[src/rtl/alu_seq_ctrl_if.sv]
// Request/response bundle between the main control unit and alu_seq_ctrl.
// The master issues operations and the slave (the ALU) returns registered results.
interface alu_seq_ctrl_if #(
    parameter int WIDTH = 32
) ();
    logic             start;
    logic [1:0]       alu_op;
    logic [5:0]       funct;
    logic [WIDTH-1:0] a;
    logic [WIDTH-1:0] b;
    logic             busy;
    logic             done;
    logic [WIDTH-1:0] result;
    logic             zero;
    logic [3:0]       sel;
    logic             err;

    modport master (
        output start, alu_op, funct, a, b,
        input  busy, done, result, zero, sel, err
    );

    modport slave (
        input  start, alu_op, funct, a, b,
        output busy, done, result, zero, sel, err
    );
endinterface

[src/rtl/alu_seq_ctrl.sv]
// Registered MIPS ALU control and execution unit; iterative MUL/DIV are compiled in
// only when ALU_MULDIV_EN is defined, otherwise those functs decode as illegal.
module alu_seq_ctrl #(
    parameter int WIDTH = 32,
    parameter int SHW   = $clog2(WIDTH)
) (
    input  logic          clk,
    input  logic          rst,
    alu_seq_ctrl_if.slave bus
);

    localparam logic [3:0] SEL_AND = 4'b0000;
    localparam logic [3:0] SEL_OR  = 4'b0001;
    localparam logic [3:0] SEL_ADD = 4'b0010;
    localparam logic [3:0] SEL_SUB = 4'b0110;
    localparam logic [3:0] SEL_SLT = 4'b0111;
    localparam logic [3:0] SEL_SLL = 4'b1000;
    localparam logic [3:0] SEL_SRL = 4'b1001;
    localparam logic [3:0] SEL_NOR = 4'b1100;
    localparam logic [3:0] SEL_XOR = 4'b1101;
    localparam logic [3:0] SEL_ILL = 4'b1111;
`ifdef ALU_MULDIV_EN
    localparam logic [3:0]     SEL_MUL  = 4'b0011;
    localparam logic [3:0]     SEL_DIV  = 4'b0100;
    localparam logic [SHW-1:0] CNT_LAST = SHW'(WIDTH - 1);

    typedef enum logic [1:0] {S_IDLE, S_MUL, S_DIV, S_DONE} state_e;
`else
    typedef enum logic [0:0] {S_IDLE, S_DONE} state_e;
`endif

    state_e           state_q, state_d;
    logic [WIDTH-1:0] acc_q, acc_d;          // staged result, or product/remainder
    logic [3:0]       pend_sel_q, pend_sel_d;
    logic             pend_err_q, pend_err_d;
    logic [WIDTH-1:0] result_q, result_d;
    logic             zero_q, zero_d;
    logic [3:0]       sel_q, sel_d;
    logic             err_q, err_d;
    logic             done_q, done_d;
`ifdef ALU_MULDIV_EN
    logic [WIDTH-1:0] op_x_q, op_x_d;        // multiplicand / divisor
    logic [WIDTH-1:0] op_y_q, op_y_d;        // multiplier / dividend shifting into quotient
    logic [SHW-1:0]   cnt_q, cnt_d;
    logic [WIDTH:0]   div_rem_sh;
    logic             div_ge;
`endif

    logic [3:0]       dec_sel;
    logic [WIDTH-1:0] alu_res;

    always_comb begin
        dec_sel = SEL_ILL;
        case (bus.alu_op)
            2'b00: dec_sel = SEL_ADD;
            2'b01: dec_sel = SEL_SUB;
            2'b10: begin
                case (bus.funct)
                    6'b100000: dec_sel = SEL_ADD;
                    6'b100010: dec_sel = SEL_SUB;
                    6'b100100: dec_sel = SEL_AND;
                    6'b100101: dec_sel = SEL_OR;
                    6'b100111: dec_sel = SEL_NOR;
                    6'b100110: dec_sel = SEL_XOR;
                    6'b101010: dec_sel = SEL_SLT;
                    6'b000000: dec_sel = SEL_SLL;
                    6'b000011: dec_sel = SEL_SRL;
`ifdef ALU_MULDIV_EN
                    6'b000010: dec_sel = SEL_MUL;
                    6'b011010: dec_sel = SEL_DIV;
`endif
                    default:   dec_sel = SEL_ILL;
                endcase
            end
            default: dec_sel = SEL_ILL;
        endcase
    end

    always_comb begin
        alu_res = '0;
        case (dec_sel)
            SEL_ADD: alu_res = bus.a + bus.b;
            SEL_SUB: alu_res = bus.a - bus.b;
            SEL_AND: alu_res = bus.a & bus.b;
            SEL_OR:  alu_res = bus.a | bus.b;
            SEL_NOR: alu_res = ~(bus.a | bus.b);
            SEL_XOR: alu_res = bus.a ^ bus.b;
            SEL_SLT: alu_res = {{(WIDTH-1){1'b0}}, ($signed(bus.a) < $signed(bus.b))};
            SEL_SLL: alu_res = bus.a << bus.b[SHW-1:0];
            SEL_SRL: alu_res = bus.a >> bus.b[SHW-1:0];
            default: alu_res = '0;
        endcase
    end

    always_comb begin
        // NOTE: every signal gets a default before the case so no path can infer a latch.
        state_d    = state_q;
        acc_d      = acc_q;
        pend_sel_d = pend_sel_q;
        pend_err_d = pend_err_q;
        result_d   = result_q;
        zero_d     = zero_q;
        sel_d      = sel_q;
        err_d      = err_q;
        done_d     = 1'b0;
`ifdef ALU_MULDIV_EN
        op_x_d     = op_x_q;
        op_y_d     = op_y_q;
        cnt_d      = cnt_q;
        div_rem_sh = {acc_q, op_y_q[WIDTH-1]};
        div_ge     = div_rem_sh >= {1'b0, op_x_q};
`endif

        case (state_q)
            S_IDLE: begin
                if (bus.start) begin
                    pend_sel_d = dec_sel;
                    pend_err_d = (dec_sel == SEL_ILL);
                    acc_d      = alu_res;
                    state_d    = S_DONE;
`ifdef ALU_MULDIV_EN
                    if (dec_sel == SEL_MUL) begin
                        acc_d   = '0;
                        op_x_d  = bus.a;
                        op_y_d  = bus.b;
                        cnt_d   = '0;
                        state_d = S_MUL;
                    end else if (dec_sel == SEL_DIV) begin
                        if (bus.b == '0) begin
                            acc_d      = '1;
                            pend_err_d = 1'b1;
                        end else begin
                            acc_d   = '0;
                            op_x_d  = bus.b;
                            op_y_d  = bus.a;
                            cnt_d   = '0;
                            state_d = S_DIV;
                        end
                    end
`endif
                end
            end
`ifdef ALU_MULDIV_EN
            S_MUL: begin
                if (op_y_q[0]) acc_d = acc_q + op_x_q;
                op_x_d = op_x_q << 1;
                op_y_d = op_y_q >> 1;
                cnt_d  = cnt_q + 1'b1;
                if (cnt_q == CNT_LAST) state_d = S_DONE;
            end
            S_DIV: begin
                // Restoring step: remainder is trial-subtracted, quotient bit shifts in at LSB.
                acc_d  = div_ge ? WIDTH'(div_rem_sh - {1'b0, op_x_q}) : WIDTH'(div_rem_sh);
                op_y_d = {op_y_q[WIDTH-2:0], div_ge};
                cnt_d  = cnt_q + 1'b1;
                if (cnt_q == CNT_LAST) begin
                    acc_d   = op_y_d;
                    state_d = S_DONE;
                end
            end
`endif
            S_DONE: begin
                result_d = acc_q;
                zero_d   = (acc_q == '0);
                sel_d    = pend_sel_q;
                err_d    = pend_err_q;
                done_d   = 1'b1;
                state_d  = S_IDLE;
            end
            default: state_d = S_IDLE;
        endcase
    end

    // NOTE: state registers use non-blocking assignments so all of them update together at the edge.
    always_ff @(posedge clk) begin
        if (rst) begin
            state_q    <= S_IDLE;
            acc_q      <= '0;
            pend_sel_q <= '0;
            pend_err_q <= 1'b0;
            result_q   <= '0;
            zero_q     <= 1'b1;
            sel_q      <= '0;
            err_q      <= 1'b0;
            done_q     <= 1'b0;
`ifdef ALU_MULDIV_EN
            op_x_q     <= '0;
            op_y_q     <= '0;
            cnt_q      <= '0;
`endif
        end else begin
            state_q    <= state_d;
            acc_q      <= acc_d;
            pend_sel_q <= pend_sel_d;
            pend_err_q <= pend_err_d;
            result_q   <= result_d;
            zero_q     <= zero_d;
            sel_q      <= sel_d;
            err_q      <= err_d;
            done_q     <= done_d;
`ifdef ALU_MULDIV_EN
            op_x_q     <= op_x_d;
            op_y_q     <= op_y_d;
            cnt_q      <= cnt_d;
`endif
        end
    end

    assign bus.busy   = (state_q != S_IDLE);
    assign bus.done   = done_q;
    assign bus.result = result_q;
    assign bus.zero   = zero_q;
    assign bus.sel    = sel_q;
    assign bus.err    = err_q;

endmodule

[src/flat_wrapper.sv]
// flat-port wrapper written by rule: the top's interface ports become plain ports
module alu_seq_ctrl_flat 
#(
    parameter int WIDTH = 32,
    parameter int SHW   = $clog2(WIDTH)
)
  (clk, rst, bus_start, bus_alu_op, bus_funct, bus_a, bus_b, bus_busy, bus_done, bus_result, bus_zero, bus_sel, bus_err);
  alu_seq_ctrl_if #(.WIDTH(WIDTH)) bus_i ();
  input  logic clk;
  input  logic rst;
  input wire logic [$bits(bus_i.start)-1:0] bus_start;
  input wire logic [$bits(bus_i.alu_op)-1:0] bus_alu_op;
  input wire logic [$bits(bus_i.funct)-1:0] bus_funct;
  input wire logic [$bits(bus_i.a)-1:0] bus_a;
  input wire logic [$bits(bus_i.b)-1:0] bus_b;
  output wire logic [$bits(bus_i.busy)-1:0] bus_busy;
  output wire logic [$bits(bus_i.done)-1:0] bus_done;
  output wire logic [$bits(bus_i.result)-1:0] bus_result;
  output wire logic [$bits(bus_i.zero)-1:0] bus_zero;
  output wire logic [$bits(bus_i.sel)-1:0] bus_sel;
  output wire logic [$bits(bus_i.err)-1:0] bus_err;
  assign bus_i.start = bus_start;
  assign bus_i.alu_op = bus_alu_op;
  assign bus_i.funct = bus_funct;
  assign bus_i.a = bus_a;
  assign bus_i.b = bus_b;
  assign bus_busy = bus_i.busy;
  assign bus_done = bus_i.done;
  assign bus_result = bus_i.result;
  assign bus_zero = bus_i.zero;
  assign bus_sel = bus_i.sel;
  assign bus_err = bus_i.err;
  alu_seq_ctrl #(.WIDTH(WIDTH), .SHW(SHW)) u_core (.clk(clk), .rst(rst), .bus(bus_i));
endmodule
[config.mk]
export PLATFORM = sky130hd
export DESIGN_NAME = alu_seq_ctrl_flat
export DESIGN_NICKNAME = d
export VERILOG_FILES = /design/src/rtl/alu_seq_ctrl_if.sv /design/src/rtl/alu_seq_ctrl.sv /design/src/flat_wrapper.sv
export SDC_FILE = /design/constraint.sdc
export NUM_CORES = 1
export LEC_CHECK = 0
export ABC_AREA = 1
export CORE_UTILIZATION = 50
export DETAILED_ROUTE_END_ITERATION = 10
export PLACE_DENSITY = 0.71
export SLEW_MARGIN = 20
export SYNTH_ARGS = -nofsm -noshare
export SYNTH_HDL_FRONTEND = slang
export SYNTH_SLANG_ARGS = --single-unit
export TNS_END_PERCENT = 5
[constraint.sdc]
create_clock -name clk -period 3.45 [get_ports clk]
set_clock_uncertainty 0.1 [all_clocks]
set_input_delay 0.345 -clock clk [delete_from_list [all_inputs] [get_ports clk]]
set_output_delay 0.345 -clock clk [all_outputs]
set_load 0.01 [all_outputs]
==> impl_metrics.csv <==
group,metric,value,unit
pwr,power_density,269,nW/um2
sta,clock.fmax,0.296,GHz
detailed_routing,drt_first_pass_iters,8,
floorplanning,rows,58,
synthesis,post-synth-top-area-fraction,25.0,%
sta,slew_headroom,34.1,%
synthesis,syn_avg_cell_area,5.22,um2
setup_path,timing_worst_setup_path_type,"input pin to flop",
sta,setup_viol,0,
synthesis,synth_xor_area_share,1.92,%
sta,grt_setup_unrepaired,"false",
floorplanning,floorplan.die_area,26200,um2
synthesis,synth.top_cells.by_area,"sky130_fd_sc_hd__nand2_1, sky130_fd_sc_hd__nand3_1, sky130_fd_sc_hd__dfxtp_1",
detailed_routing,drt_wl_total,61.7,mm
setup_path,critical_path_required,3580,ps
synthesis,yosys.cell_types.count,43,
final_layout,fraction_of_final_layout_cells_sized_beyond_drive_strength_1,6.12,%
hold_path,hold-path-cell-count,2,
place,gp_routability_congestion,1.08,
setup_path,crit_path_max_fanout,4,
clock_tree,clockRootBuffer,"sky130_fd_sc_hd__clkbuf_16",
pwr,finalPower,4.00,mW
setup_path,path_buf_inv,3,
setup_path,crit_top_cell,"sky130_fd_sc_hd__nand2_1",
grt,grt_max_degree,68,
sta,fin_crit_sh,97.9,%
setup_path,path_delay_family,"simple AND/OR/NAND/NOR gates",
synthesis,yosys_most_used_dff,"sky130_fd_sc_hd__dfxtp_1",
place,numPortBuffers,114,
detailed_routing,routed_wire_length_per_instance,21.4,um
clock_tree,cts_sinks,77,
grt,grt_resource_usage_total,46.6,%
floorplanning,die_h,162,um
place,place_worst_setup_slack,-152,ps
final_layout,final_cells,2880,
floorplanning,core-area,25200,um2
clock_tree,cts_setup_buffers,0,
sta,tns,0,ps
clock_tree,clk_pin_slew,70,ps
synthesis,register_bit_total_from_synthesis,77,
place,place.detailed.hpwl,47.9,mm
synthesis,post_synth_fa_ha_maj_area_fraction,9.79,%
synthesis,combinational_family_with_the_most_area_after_synthesis,"simple AND/OR/NAND/NOR gates",
synthesis,synth_fp_nets,2625,
clock_tree,worst_skew_pair.late_latency,360,ps
sta,layout_min_cycle_time,3380,ps
detailed_routing,avgViaCountPerCell,6.02,
final_layout,areaGrowthSynthToFinish,16.3,%
synthesis,synth_area_leader_cell,"sky130_fd_sc_hd__nand2_1",
synthesis,complex_gate_fraction_of_the_synthesized_area,11.9,%
synthesis,part_of_the_yosys_area_used_for_sequential_elements,12.0,%
synthesis,synthesis.area,12800,um2
sta,setup_ws,73.6,ps
setup_path,critical-path-max-stage-delay,600,ps
pwr,peak_supply_drop,0.244,mV
grt,antenna_found_initial,1,
setup_path,r2r.worst_path.cells,6,
floorplanning,initial_utilization,50.8,%
synthesis,synth.cells.most_frequent,"sky130_fd_sc_hd__nand2_1, sky130_fd_sc_hd__nand3_1, sky130_fd_sc_hd__nor2_1, sky130_fd_sc_hd__inv_1, sky130_fd_sc_hd__a21oi_1",
synthesis,synthMuxAreaShare,0,%
sta,drv_slew,0,
synthesis,ys_warn_count,0,
detailed_routing,routed-via-count,17300,
clock_tree,h-tree-depth,3,
grt,grt_pass1_vias,15700,
synthesis,yosysMostFrequentCell,"sky130_fd_sc_hd__nand2_1",
floorplanning,pin_count,115,
setup_path,critPathCaptureType,"flop",
setup_path,setup.worst_path.start_class,"input pin",
synthesis,syn_inst_count,2451,
detailed_routing,post-route-drc-count,0,
detailed_routing,drt.antenna.violating_nets,0,
setup_path,critical_path_arrival,3500,ps
sta,finalHoldViolCount,0,
setup_path,critical_path.reg2reg.endpoint,"u_core.acc_q[28]$_SDFFE_PP0P_",
sta,tightestPinTransition,982,ps
status,outcome,"finished clean",
job,max_cap_viol_count,0,
hold_path,worst_hold_path_type,"flop to flop",
grt,grt_pass1_wl,92.0,mm
grt,gr-total-overflow,0,
setup_path,slowest_stage,"sky130_fd_sc_hd__clkdlybuf4s50_1",
floorplanning,die_x,162,um
hold_path,hp-start,"u_core.bus.result[29]$_SDFFE_PP0P_",
detailed_routing,initialDrtViolationCount,2723,
synthesis,async_reset_ff_share,0,%
synthesis,synth-edff-count,0,
final_layout,finalNetCount,2718,
setup_path,worst_r2r_startpoint,"u_core.bus.busy$_SDFF_PP0_",
setup_path,worst-r2r-setup-slack,1040,ps
clock_tree,cts-buffers-inserted,9,
setup_path,crit_chain,"clkdlybuf4s50_1 -> inv_1 -> ha_1 -> fa_1 -> inv_1 -> nand2_1 -> nand2_1 -> nand2_1 -> nand2_1 -> nand2_1 -> nand2_1 -> nand2_1 -> nand3_1 -> nand2_1 -> nand2_1 -> nand2_1 -> nor2_1 -> nand3_1 -> nand2_1 -> a21oi_1",
clock_tree,cts.path.max_buffers,2,
hold_path,end_point_of_the_worst_hold_path,"u_core.bus.result[29]$_SDFFE_PP0P_",
synthesis,synth-simple-area-share,52.8,%
pwr,p_leak,7.73,nW
clock_tree,clock_tree_from_tritoncts,"built",
place,dp_cells,2863,
[power breakdown]
part	leakage, nW	internal (mW)	switching, mW
Combinational	6.96	0.631	1.35
Clock	0.151	0.580	0.490
Sequential	0.624	0.917	0.0306
Total	7.73	2.13	1.87
[per-stage QoR]
| stage | hold WS, ps | area, um2 | utilization [%] |
|---|---|---|---|
| after CTS | 356 | 14900 | 59.1 |
| after floorplan | 340 | 12800 | - |
| after global routing | 374 | 14900 | 59.1 |
| after global placement | 338 | 14600 | 57.8 |
| final | 356 | 14900 | 59.1 |
| after detailed placement | 340 | 14600 | 57.8 |
[state kept, by name, summed over array words and instances, names as in the netlist]
name	count
u_core.bus.err	1
u_core.pend_err_q	1
u_core.bus.zero	1
u_core.bus.done	1
u_core.bus.result	32
u_core.bus.busy	1
u_core.pend_sel_q	4
u_core.bus.sel	4
u_core.acc_q	32
[worst min-delay path: cells and delay by family, from the launching register on]
kind,cells,cell delay [ps]
simple gates,2,100
flops,1,310
[area by class of cell]
class                           instances  area [um2]
Clock inverter                          7        91.3
Fill cell                            2632       10300
Timing Repair Buffer                  206        1890
Clock buffer                            9         225
Tap cell                              330         413
Antenna cell                            1        2.50
Multi-Input combinational cell       2001        9790
Inverter                              249         935
Sequential cell                        77        1540
[per-layer routing]
metal	up-vias	wire length (um)	track usage, %
met5	-	0	0
met4	0	4860	32.2
met3	265	7490	10.7
met2	1274	25600	69.7
met1	7771	23800	59.0
li1	8017	-	-
[kinds of logic after synthesis]
family / Yosys count
compound gates: 266
xor+xnor: 28
fa+ha+maj: 99
buf+inv: 373
flops: 77
simple gates: 1608
[worst max-delay path by stage]
stage / cells past startpoint / from / to
after floorplan: 22 / bus_b[4] / u_core.acc_q[17]$_SDFFE_PP0P_
after global placement: 18 / bus_a[0] / u_core.acc_q[28]$_SDFFE_PP0P_
after detailed placement: 18 / bus_a[0] / u_core.acc_q[28]$_SDFFE_PP0P_
after CTS: 18 / bus_a[0] / u_core.acc_q[28]$_SDFFE_PP0P_
after global routing: 20 / bus_a[0] / u_core.acc_q[0]$_SDFFE_PP0P_
final: 20 / bus_a[0] / u_core.acc_q[0]$_SDFFE_PP0P_
[placed cells by master (no fill, tap or decap), types with 15 or more instances in the layout]
master | synthesis | layout
sky130_fd_sc_hd__nor2_1 | 320 | 317
sky130_fd_sc_hd__xor2_1 | 26 | 26
sky130_fd_sc_hd__buf_4 | 11 | 86
sky130_fd_sc_hd__dfxtp_1 | 77 | 77
sky130_fd_sc_hd__inv_1 | 234 | 232
sky130_fd_sc_hd__nand2_1 | 854 | 854
sky130_fd_sc_hd__a22o_1 | 25 | 25
sky130_fd_sc_hd__inv_2 | 13 | 15
sky130_fd_sc_hd__clkdlybuf4s50_1 | 0 | 110
sky130_fd_sc_hd__ha_1 | 97 | 97
sky130_fd_sc_hd__nand3b_1 | 16 | 16
sky130_fd_sc_hd__a21oi_1 | 123 | 123
sky130_fd_sc_hd__nand3_1 | 345 | 345
sky130_fd_sc_hd__nand4_1 | 21 | 21
sky130_fd_sc_hd__o21ai_0 | 74 | 74
[repair_timing]
action,in CTS,in global routing
hold buffers,0,0
setup endpoints to repair,0,1
gates resized for setup,0,1
Power figures use the tool's default switching activity.
